===== src/rtl/saturn_exec_sequencer_pkg.sv =====
// saturn_exec_sequencer_pkg
// Definitions shared by the execution sequencer and its helpers. This extends
// the decoder's instruction-type set (saturn_def_alu.v) so that the decoder and
// the sequencer agree on one set of encodings.
//   INSTR_TYPE_*  : instruction type codes produced by saturn_inst_decoder
//   JUMP_LEN_ABS  : jump_length value that selects an absolute 5-nibble jump
//   OFFSET_W      : width of the collected jump offset (5 nibbles)
//   seq_state_e   : sequencer FSM states
package saturn_exec_sequencer_pkg;

  localparam logic [3:0] INSTR_TYPE_NOP   = 4'd0;
  localparam logic [3:0] INSTR_TYPE_ALU   = 4'd1;
  localparam logic [3:0] INSTR_TYPE_JUMP  = 4'd2;
  localparam logic [3:0] INSTR_TYPE_RESET = 4'd3;
  localparam logic [3:0] INSTR_TYPE_NONE  = 4'd15;

  localparam logic [2:0] JUMP_LEN_ABS = 3'd4;

  localparam int unsigned OFFSET_W = 20;

  typedef enum logic [2:0] {
    IDLE,
    J_COLLECT,
    J_APPLY,
    A_RUN,
    R_REQ,
    ERR
  } seq_state_e;

  // Number of offset nibbles a jump of the given encoded length carries.
  function automatic logic [3:0] jump_nibbles(input logic [2:0] len);
    return {1'b0, len} + 4'd1;
  endfunction

endpackage


===== src/rtl/saturn_jump_target.sv =====
// saturn_jump_target
// Combinational jump-target calculator. Relative jumps (len < JUMP_LEN_ABS)
// sign-extend the collected offset from 4*(len+1) bits and add it to the
// address following the instruction start; len == JUMP_LEN_ABS uses the offset
// directly as an absolute address. Kept separate so GOSUB/return paths can
// reuse it.
// Ports:
//   instr_pc_i [PC_W-1:0]     start address of the jump instruction
//   offset_i   [OFFSET_W-1:0] offset nibbles, least significant nibble first
//   len_i      [2:0]          offset nibble count minus 1
//   target_o   [PC_W-1:0]     computed target (zero for len > JUMP_LEN_ABS)
// PC_W must be greater than 16 so the widest relative offset fits.
module saturn_jump_target
  import saturn_exec_sequencer_pkg::*;
#(
  parameter int unsigned PC_W = 20
) (
  input  logic [PC_W-1:0]     instr_pc_i,
  input  logic [OFFSET_W-1:0] offset_i,
  input  logic [2:0]          len_i,
  output logic [PC_W-1:0]     target_o
);

  logic [PC_W-1:0] rel_off;

  always_comb begin
    rel_off = '0;
    case (len_i)
      3'd0:    rel_off = {{(PC_W-4){offset_i[3]}},   offset_i[3:0]};
      3'd1:    rel_off = {{(PC_W-8){offset_i[7]}},   offset_i[7:0]};
      3'd2:    rel_off = {{(PC_W-12){offset_i[11]}}, offset_i[11:0]};
      3'd3:    rel_off = {{(PC_W-16){offset_i[15]}}, offset_i[15:0]};
      default: rel_off = '0;
    endcase
  end

  always_comb begin
    target_o = '0;
    if (len_i == JUMP_LEN_ABS) begin
      target_o = PC_W'(offset_i);
    end else if (len_i < JUMP_LEN_ABS) begin
      target_o = instr_pc_i + PC_W'(1) + rel_off;
    end
  end

endmodule


===== src/rtl/saturn_exec_sequencer.sv =====
// saturn_exec_sequencer
// Executes decoded instructions between saturn_inst_decoder and the PC, ALU
// and reset logic. JUMPs collect their offset nibbles and load a new PC, ALU
// ops issue one ALU step per nibble from ptr_begin to ptr_end (wrapping mod
// 16), RESET issues a soft-reset request. o_exec_busy stalls fetch/decode
// while an instruction executes. All outputs are registered.
// Ports:
//   i_clk, i_reset (async, active-high), i_clk_en (global enable)
//   i_phases[3:0]      one-hot phase strobes
//   i_bus_busy         offset nibbles invalid while high
//   i_nibble[3:0]      current fetch nibble
//   i_instr_pc, i_instr_type, i_instr_execute, i_jump_length,
//   i_alu_ptr_begin, i_alu_ptr_end    decoder outputs
//   o_pc_load/o_pc_new                PC load strobe and jump target
//   o_alu_step/o_alu_ptr/o_alu_last   ALU step strobe, nibble index, final step
//   o_reset_req                       soft-reset request strobe
//   o_exec_busy, o_exec_error         busy and sticky unsupported-type flag
// Optional: define SATURN_EXEC_TRACE_EN to add o_dbg_retired[31:0], a count of
// retired JUMP/ALU/RESET instructions, plus a simulation trace line per
// retirement.
module saturn_exec_sequencer
  import saturn_exec_sequencer_pkg::*;
#(
  parameter int unsigned PC_W = 20
) (
  input  logic            i_clk,
  input  logic            i_reset,
  input  logic            i_clk_en,
  input  logic [3:0]      i_phases,
  input  logic            i_bus_busy,
  input  logic [3:0]      i_nibble,
  input  logic [PC_W-1:0] i_instr_pc,
  input  logic [3:0]      i_instr_type,
  input  logic            i_instr_execute,
  input  logic [2:0]      i_jump_length,
  input  logic [3:0]      i_alu_ptr_begin,
  input  logic [3:0]      i_alu_ptr_end,
  output logic            o_pc_load,
  output logic [PC_W-1:0] o_pc_new,
  output logic            o_alu_step,
  output logic [3:0]      o_alu_ptr,
  output logic            o_alu_last,
  output logic            o_reset_req,
  output logic            o_exec_busy,
  output logic            o_exec_error
`ifdef SATURN_EXEC_TRACE_EN
  ,
  output logic [31:0]     o_dbg_retired
`endif
);

  seq_state_e          state_q;
  logic [PC_W-1:0]     pc_q;
  logic [OFFSET_W-1:0] offset_q;
  logic [OFFSET_W-1:0] offset_d;
  logic [2:0]          len_q;
  logic [2:0]          cnt_q;
  logic [3:0]          ptr_q;
  logic [3:0]          end_q;

  logic                pc_load_q;
  logic [PC_W-1:0]     pc_new_q;
  logic                alu_step_q;
  logic [3:0]          alu_ptr_q;
  logic                alu_last_q;
  logic                reset_req_q;
  logic                busy_q;
  logic                error_q;

  logic [PC_W-1:0]     target_w;

  saturn_jump_target #(
    .PC_W(PC_W)
  ) u_jump_target (
    .instr_pc_i(pc_q),
    .offset_i  (offset_q),
    .len_i     (len_q),
    .target_o  (target_w)
  );

  // Insert the incoming nibble at the current count. Nibbles beyond the fifth
  // only occur for illegal lengths that end in ERR, so they are not stored.
  always_comb begin
    offset_d = offset_q;
    case (cnt_q)
      3'd0:    offset_d[3:0]   = i_nibble;
      3'd1:    offset_d[7:4]   = i_nibble;
      3'd2:    offset_d[11:8]  = i_nibble;
      3'd3:    offset_d[15:12] = i_nibble;
      3'd4:    offset_d[19:16] = i_nibble;
      default: offset_d = offset_q;
    endcase
  end

  always_ff @(posedge i_clk or posedge i_reset) begin
    if (i_reset) begin
      state_q     <= IDLE;
      pc_q        <= '0;
      offset_q    <= '0;
      len_q       <= '0;
      cnt_q       <= '0;
      ptr_q       <= '0;
      end_q       <= '0;
      pc_load_q   <= 1'b0;
      pc_new_q    <= '0;
      alu_step_q  <= 1'b0;
      alu_ptr_q   <= '0;
      alu_last_q  <= 1'b0;
      reset_req_q <= 1'b0;
      busy_q      <= 1'b0;
      error_q     <= 1'b0;
    end else if (i_clk_en) begin
      pc_load_q   <= 1'b0;
      alu_step_q  <= 1'b0;
      alu_last_q  <= 1'b0;
      reset_req_q <= 1'b0;
      case (state_q)
        IDLE: begin
          if (i_phases[3] && i_instr_execute) begin
            case (i_instr_type)
              INSTR_TYPE_JUMP: begin
                len_q    <= i_jump_length;
                pc_q     <= i_instr_pc;
                offset_q <= '0;
                cnt_q    <= '0;
                busy_q   <= 1'b1;
                state_q  <= J_COLLECT;
              end
              INSTR_TYPE_ALU: begin
                ptr_q   <= i_alu_ptr_begin;
                end_q   <= i_alu_ptr_end;
                busy_q  <= 1'b1;
                state_q <= A_RUN;
              end
              INSTR_TYPE_RESET: begin
                busy_q  <= 1'b1;
                state_q <= R_REQ;
              end
              INSTR_TYPE_NOP, INSTR_TYPE_NONE: begin
                state_q <= IDLE;
              end
              default: begin
                error_q <= 1'b1;
                state_q <= ERR;
              end
            endcase
          end
        end
        J_COLLECT: begin
          if (i_phases[2] && !i_bus_busy) begin
            offset_q <= offset_d;
            if (cnt_q == len_q) begin
              state_q <= J_APPLY;
            end else begin
              cnt_q <= cnt_q + 3'd1;
            end
          end
        end
        J_APPLY: begin
          busy_q <= 1'b0;
          if (len_q > JUMP_LEN_ABS) begin
            error_q <= 1'b1;
            state_q <= ERR;
          end else begin
            pc_load_q <= 1'b1;
            pc_new_q  <= target_w;
            state_q   <= IDLE;
          end
        end
        A_RUN: begin
          if (i_phases[3]) begin
            alu_step_q <= 1'b1;
            alu_ptr_q  <= ptr_q;
            if (ptr_q == end_q) begin
              alu_last_q <= 1'b1;
              busy_q     <= 1'b0;
              state_q    <= IDLE;
            end else begin
              ptr_q <= ptr_q + 4'd1;
            end
          end
        end
        R_REQ: begin
          reset_req_q <= 1'b1;
          busy_q      <= 1'b0;
          state_q     <= IDLE;
        end
        ERR: begin
          busy_q  <= 1'b0;
          error_q <= 1'b1;
        end
        default: begin
          busy_q  <= 1'b0;
          state_q <= IDLE;
        end
      endcase
    end
  end

  assign o_pc_load    = pc_load_q;
  assign o_pc_new     = pc_new_q;
  assign o_alu_step   = alu_step_q;
  assign o_alu_ptr    = alu_ptr_q;
  assign o_alu_last   = alu_last_q;
  assign o_reset_req  = reset_req_q;
  assign o_exec_busy  = busy_q;
  assign o_exec_error = error_q;

`ifdef SATURN_EXEC_TRACE_EN
  logic [31:0] retired_q;
  logic        retire_w;

  // Mirrors the FSM's return-to-IDLE conditions from J_APPLY, A_RUN and R_REQ.
  always_comb begin
    retire_w = 1'b0;
    if (i_clk_en) begin
      case (state_q)
        J_APPLY: retire_w = (len_q <= JUMP_LEN_ABS);
        A_RUN:   retire_w = i_phases[3] && (ptr_q == end_q);
        R_REQ:   retire_w = 1'b1;
        default: retire_w = 1'b0;
      endcase
    end
  end

  always_ff @(posedge i_clk or posedge i_reset) begin
    if (i_reset) begin
      retired_q <= '0;
    end else if (retire_w) begin
      retired_q <= retired_q + 32'd1;
      case (state_q)
        J_APPLY: $display("saturn_exec_sequencer: retire JUMP target=%h", target_w);
        A_RUN:   $display("saturn_exec_sequencer: retire ALU ptr=%h", ptr_q);
        default: $display("saturn_exec_sequencer: retire RESET");
      endcase
    end
  end

  assign o_dbg_retired = retired_q;
`endif

endmodule


===== config.mk =====
export PLATFORM = sky130hd
export DESIGN_NAME = saturn_exec_sequencer
export DESIGN_NICKNAME = d
export VERILOG_FILES = /design/src/rtl/saturn_exec_sequencer_pkg.sv /design/src/rtl/saturn_jump_target.sv /design/src/rtl/saturn_exec_sequencer.sv
export SDC_FILE = /design/constraint.sdc
export NUM_CORES = 1
export LEC_CHECK = 0
export ABC_AREA = 0
export BUFFER_PORTS_ARGS = -buffer_cell sky130_fd_sc_hd__buf_2
export CORE_MARGIN = 1.5
export CORE_UTILIZATION = 58
export CTS_CLUSTER_SIZE = 12
export DETAILED_ROUTE_END_ITERATION = 10
export PLACE_DENSITY_LB_ADDON = 0.25
export SLEW_MARGIN = 20
export SYNTH_ARGS = -nofsm -noshare
export SYNTH_HDL_FRONTEND = slang
export SYNTH_SLANG_ARGS = --single-unit

===== constraint.sdc =====
create_clock -name i_clk -period 3.4 [get_ports i_clk]
set_input_delay 0.34 -clock i_clk [delete_from_list [all_inputs] [get_ports i_clk]]
set_output_delay 0.34 -clock i_clk [all_outputs]
set_load 0.02 [all_outputs]

==> flow_metrics.tcl <==
set metrics [dict create \
    holdCritPathClass "input pin to async pin" \
    numClockSinks 87 \
    slew-limit-headroom_pct 44.9 \
    clk_pin_slew_worst_paths_ns 0.10 \
    yosysTopAreaCell "dfrtp_1" \
    num_vias 4338 \
    first_pass_iters 7 \
    cp.depth 10 \
    ctsHoldBuffers 0 \
    initialDrtViolationCount 244 \
    rows 34 \
    start_util_pct 59.4 \
    swShare_pct 43.4 \
    ys_dominant_reg_cell "dfrtp_1" \
    synth_edf_count 0 \
    most-common-layout-cells "dfrtp_1 (87), buf_2 (75), nand2_1 (66), a21oi_1 (49), nor2_1 (31)" \
    hold_ws_ns -0.0166 \
    nets 682 \
    io_buffers 75 \
    antenna_left 0 \
    worstMarginPinSlew_ns 0.823 \
    dpl_worst_slack_ns 0.244 \
    postLayoutSetupSlackWorst_ns 0.200 \
    slew_violations 0 \
    root_buffer "clkbuf_8" \
    power_mw 4.12 \
    intPower_mw 2.33 \
    viasPerCell 6.02 \
    numCtsBuffers 9 \
    syn_nets 616 \
    grt_antenna_before_repair 0 \
    crit_arrival_ns 3.47 \
    post_cts_buffers 0 \
    seq_area_mm2 0.00218 \
    drc 0 \
    cp-endpoint "o_pc_new[19]" \
    reg2regPathDepth 10 \
    critPathMaxStageDelay_ns 0.54 \
    wl_mm 12.3 \
    critical_path.cell_chain "nor2b_1 > or3_1 > a21oi_1 > ha_1 > a21o_1 > a21o_1 > a2111oi_4 > o31a_2 > xnor2_1 > a221oi_2" \
    crit_slowest_cell "dfrtp_1" \
    grt_pass1_wl_mm 20.6 \
    fin_setup_tns_ns 0 \
    syn_area_per_cell_um2 9.47 \
    gp_congestion 0.885 \
    ys_ff_latch 87 \
    period_needed_ns 3.20 \
    hold_violations 27 \
    cp_num_buf_inv 0 \
    cts_tree "done" \
    r2r_slack_ns 0.20 \
    grt_pass1_vias 4263 \
    multiInputGateArea_mm2 0.00275 \
    die_w_um 97.1 \
    fillers 730 \
    crit_fanout 13 \
    die_h_um 97.1 \
    dieArea_mm2 0.00942 \
    cts_repair_resize_count 0 \
    violations "negative hold slack" \
    fmax_mhz 312 \
    grt_usage_pct 27.0 \
    cpMostUsedCell "a21o_1" \
    post_synth_num_cell_types 60 \
    drive_gt1_share_pct 23.0 \
    synth-seq-area-share_pct 42.4 \
    grt_overflow_total 0 \
    p_clk_share_pct 16.9 \
    p_switching_mw 1.79 \
    diodes 0 \
    ios 78 \
    core_mm2 0.00864 \
    grt_setup_unrepaired "false" \
    setup_viol 0 \
    synth.area.top_cells "dfrtp_1 (42%), mux2_2 (6.4%), ha_1 (6.1%)" \
    power.density_mw_per_mm2 717 \
    grt_max_degree 34 \
    seqPwrFrac_pct 40.1 \
    finalClockSkew_ns 0.0132 \
    worstPathRequired_ns 3.67 \
    min_period_over_period_pct 94.1 \
    crit_path_start "len_q[1]" \
    leakagePower_nw 2.74 \
    clock_path_buffers 2 \
    synth_top_area_share_pct 42.4 \
    routedWlPerCell_um 17.0 \
    final_common_cell "dfrtp_1" \
    combPwrFrac_pct 43.0 \
    synth_cells 542 \
    async_flop_share_pct 100 \
    h-tree-depth 3 \
    crit_type "register to register" \
    cap_viol_max_count 0 \
    endpoint_kind "register" \
    r2r_end "o_pc_new[19]" \
    worst_setup_path_start_kind "register" \
    cp_top_family "compound AO/OA/AOI/OAI gates" \
    syn_to_final_growth_pct 12.0 \
    dp_hpwl_mm 9.25 \
    outcome "complete, but fails checks" \
    clock_latency_ns 0.37 \
    ys_warn_count 0 \
    utilization_pct 66.6 \
    r2r_start "len_q[1]" \
    synth_area_mm2 0.00513 \
    irDropWorstVdd_mv 0.316 \
]
-- cells in the mapped netlist, drive strengths merged, types with 4 or more instances --
library cell and instances:
a221oi 6, xor2 9, clkbuf 16, o2bb2ai 16
buf 11, and3 5, nand2b 9, o22ai 19
dfrtp 87, xnor2 15, o21ai 34, a21o 10
nor3 6, a21oi 50, a31oi 10, or2 4
nand4 6, a32o 4, nor2b 8, nand2 66
mux2 29, inv 22, nand3 9, ha 25
nor2 32
-- power by group through the flow --
stage	logic, mW	clock network, mW	registers, mW
after detailed placement	1.76	0	1.66
after floorplan	1.21	0	1.72
after global routing	1.97	0.743	1.69
after global placement	1.70	0	1.66
final	1.77	0.695	1.65
after CTS	1.76	0.708	1.64
-- cell type report --
type                       count  area share [%]
inverter                      22            1.46
sequential                    87            37.9
clock buffer                  10            2.22
timing repair buffer          82            7.44
clock inverter                 6           0.892
multi-input combinational    406            47.8
tap                          108            2.35
-- cells by family (layout without fill, tap and decap cells) --
logic type                 count (synthesis)  after routing  share of synthesized area [%]
AOI/OAI and AO/OA                        168            168                           21.5
xor gates and xnor gates                  24             24                           4.10
muxes                                     32             32                           6.95
DFF                                       87             87                           42.4
and+or+nand+nor                          156            156                           14.4
buffers and inverters                     49            120                           4.12
adders and majority gates                 26             26                           6.49
-- metal layers --
layer | track usage (%) | share of wire, % | vias to the layer above
met5 | 0 | 0 | -
met4 | 8.92 | 1.8 | 0
met3 | 3.60 | 4.5 | 20
met2 | 43.5 | 48 | 139
met1 | 37.9 | 46 | 2090
li1 | - | - | 2089
-- flip-flops by register name, indices dropped and copies added, names as in the netlist --
signal	cells
o_exec_busy	1
o_pc_new	20
o_exec_error	1
o_reset_req	1
len_q	3
end_q	4
o_alu_last	1
o_alu_ptr	4
pc_q	20
o_pc_load	1
offset_q	20
ptr_q	4
cnt_q	3
state_q	3
o_alu_step	1
-- per-stage QoR --
| stage | area [um2] | instances |
|---|---|---|
| finish | 5750 | 721 |
| global route | 5750 | 721 |
| CTS | 5750 | 721 |
| detailed placement | 5570 | 705 |
| global placement | 5570 | 705 |
| floorplan | 5130 | 542 |
-- worst min-delay path by stage --
stage                       from            to  cells past startpoint
floorplan           offset_q[17]  offset_q[17]                      1
global placement         i_reset   offset_q[0]                      2
detailed placement       i_reset      end_q[0]                      2
CTS                      i_reset      end_q[0]                      2
global route             i_reset      end_q[0]                      2
finish                   i_reset   offset_q[0]                      2
No activity file was read; power rests on OpenSTA's default activity.
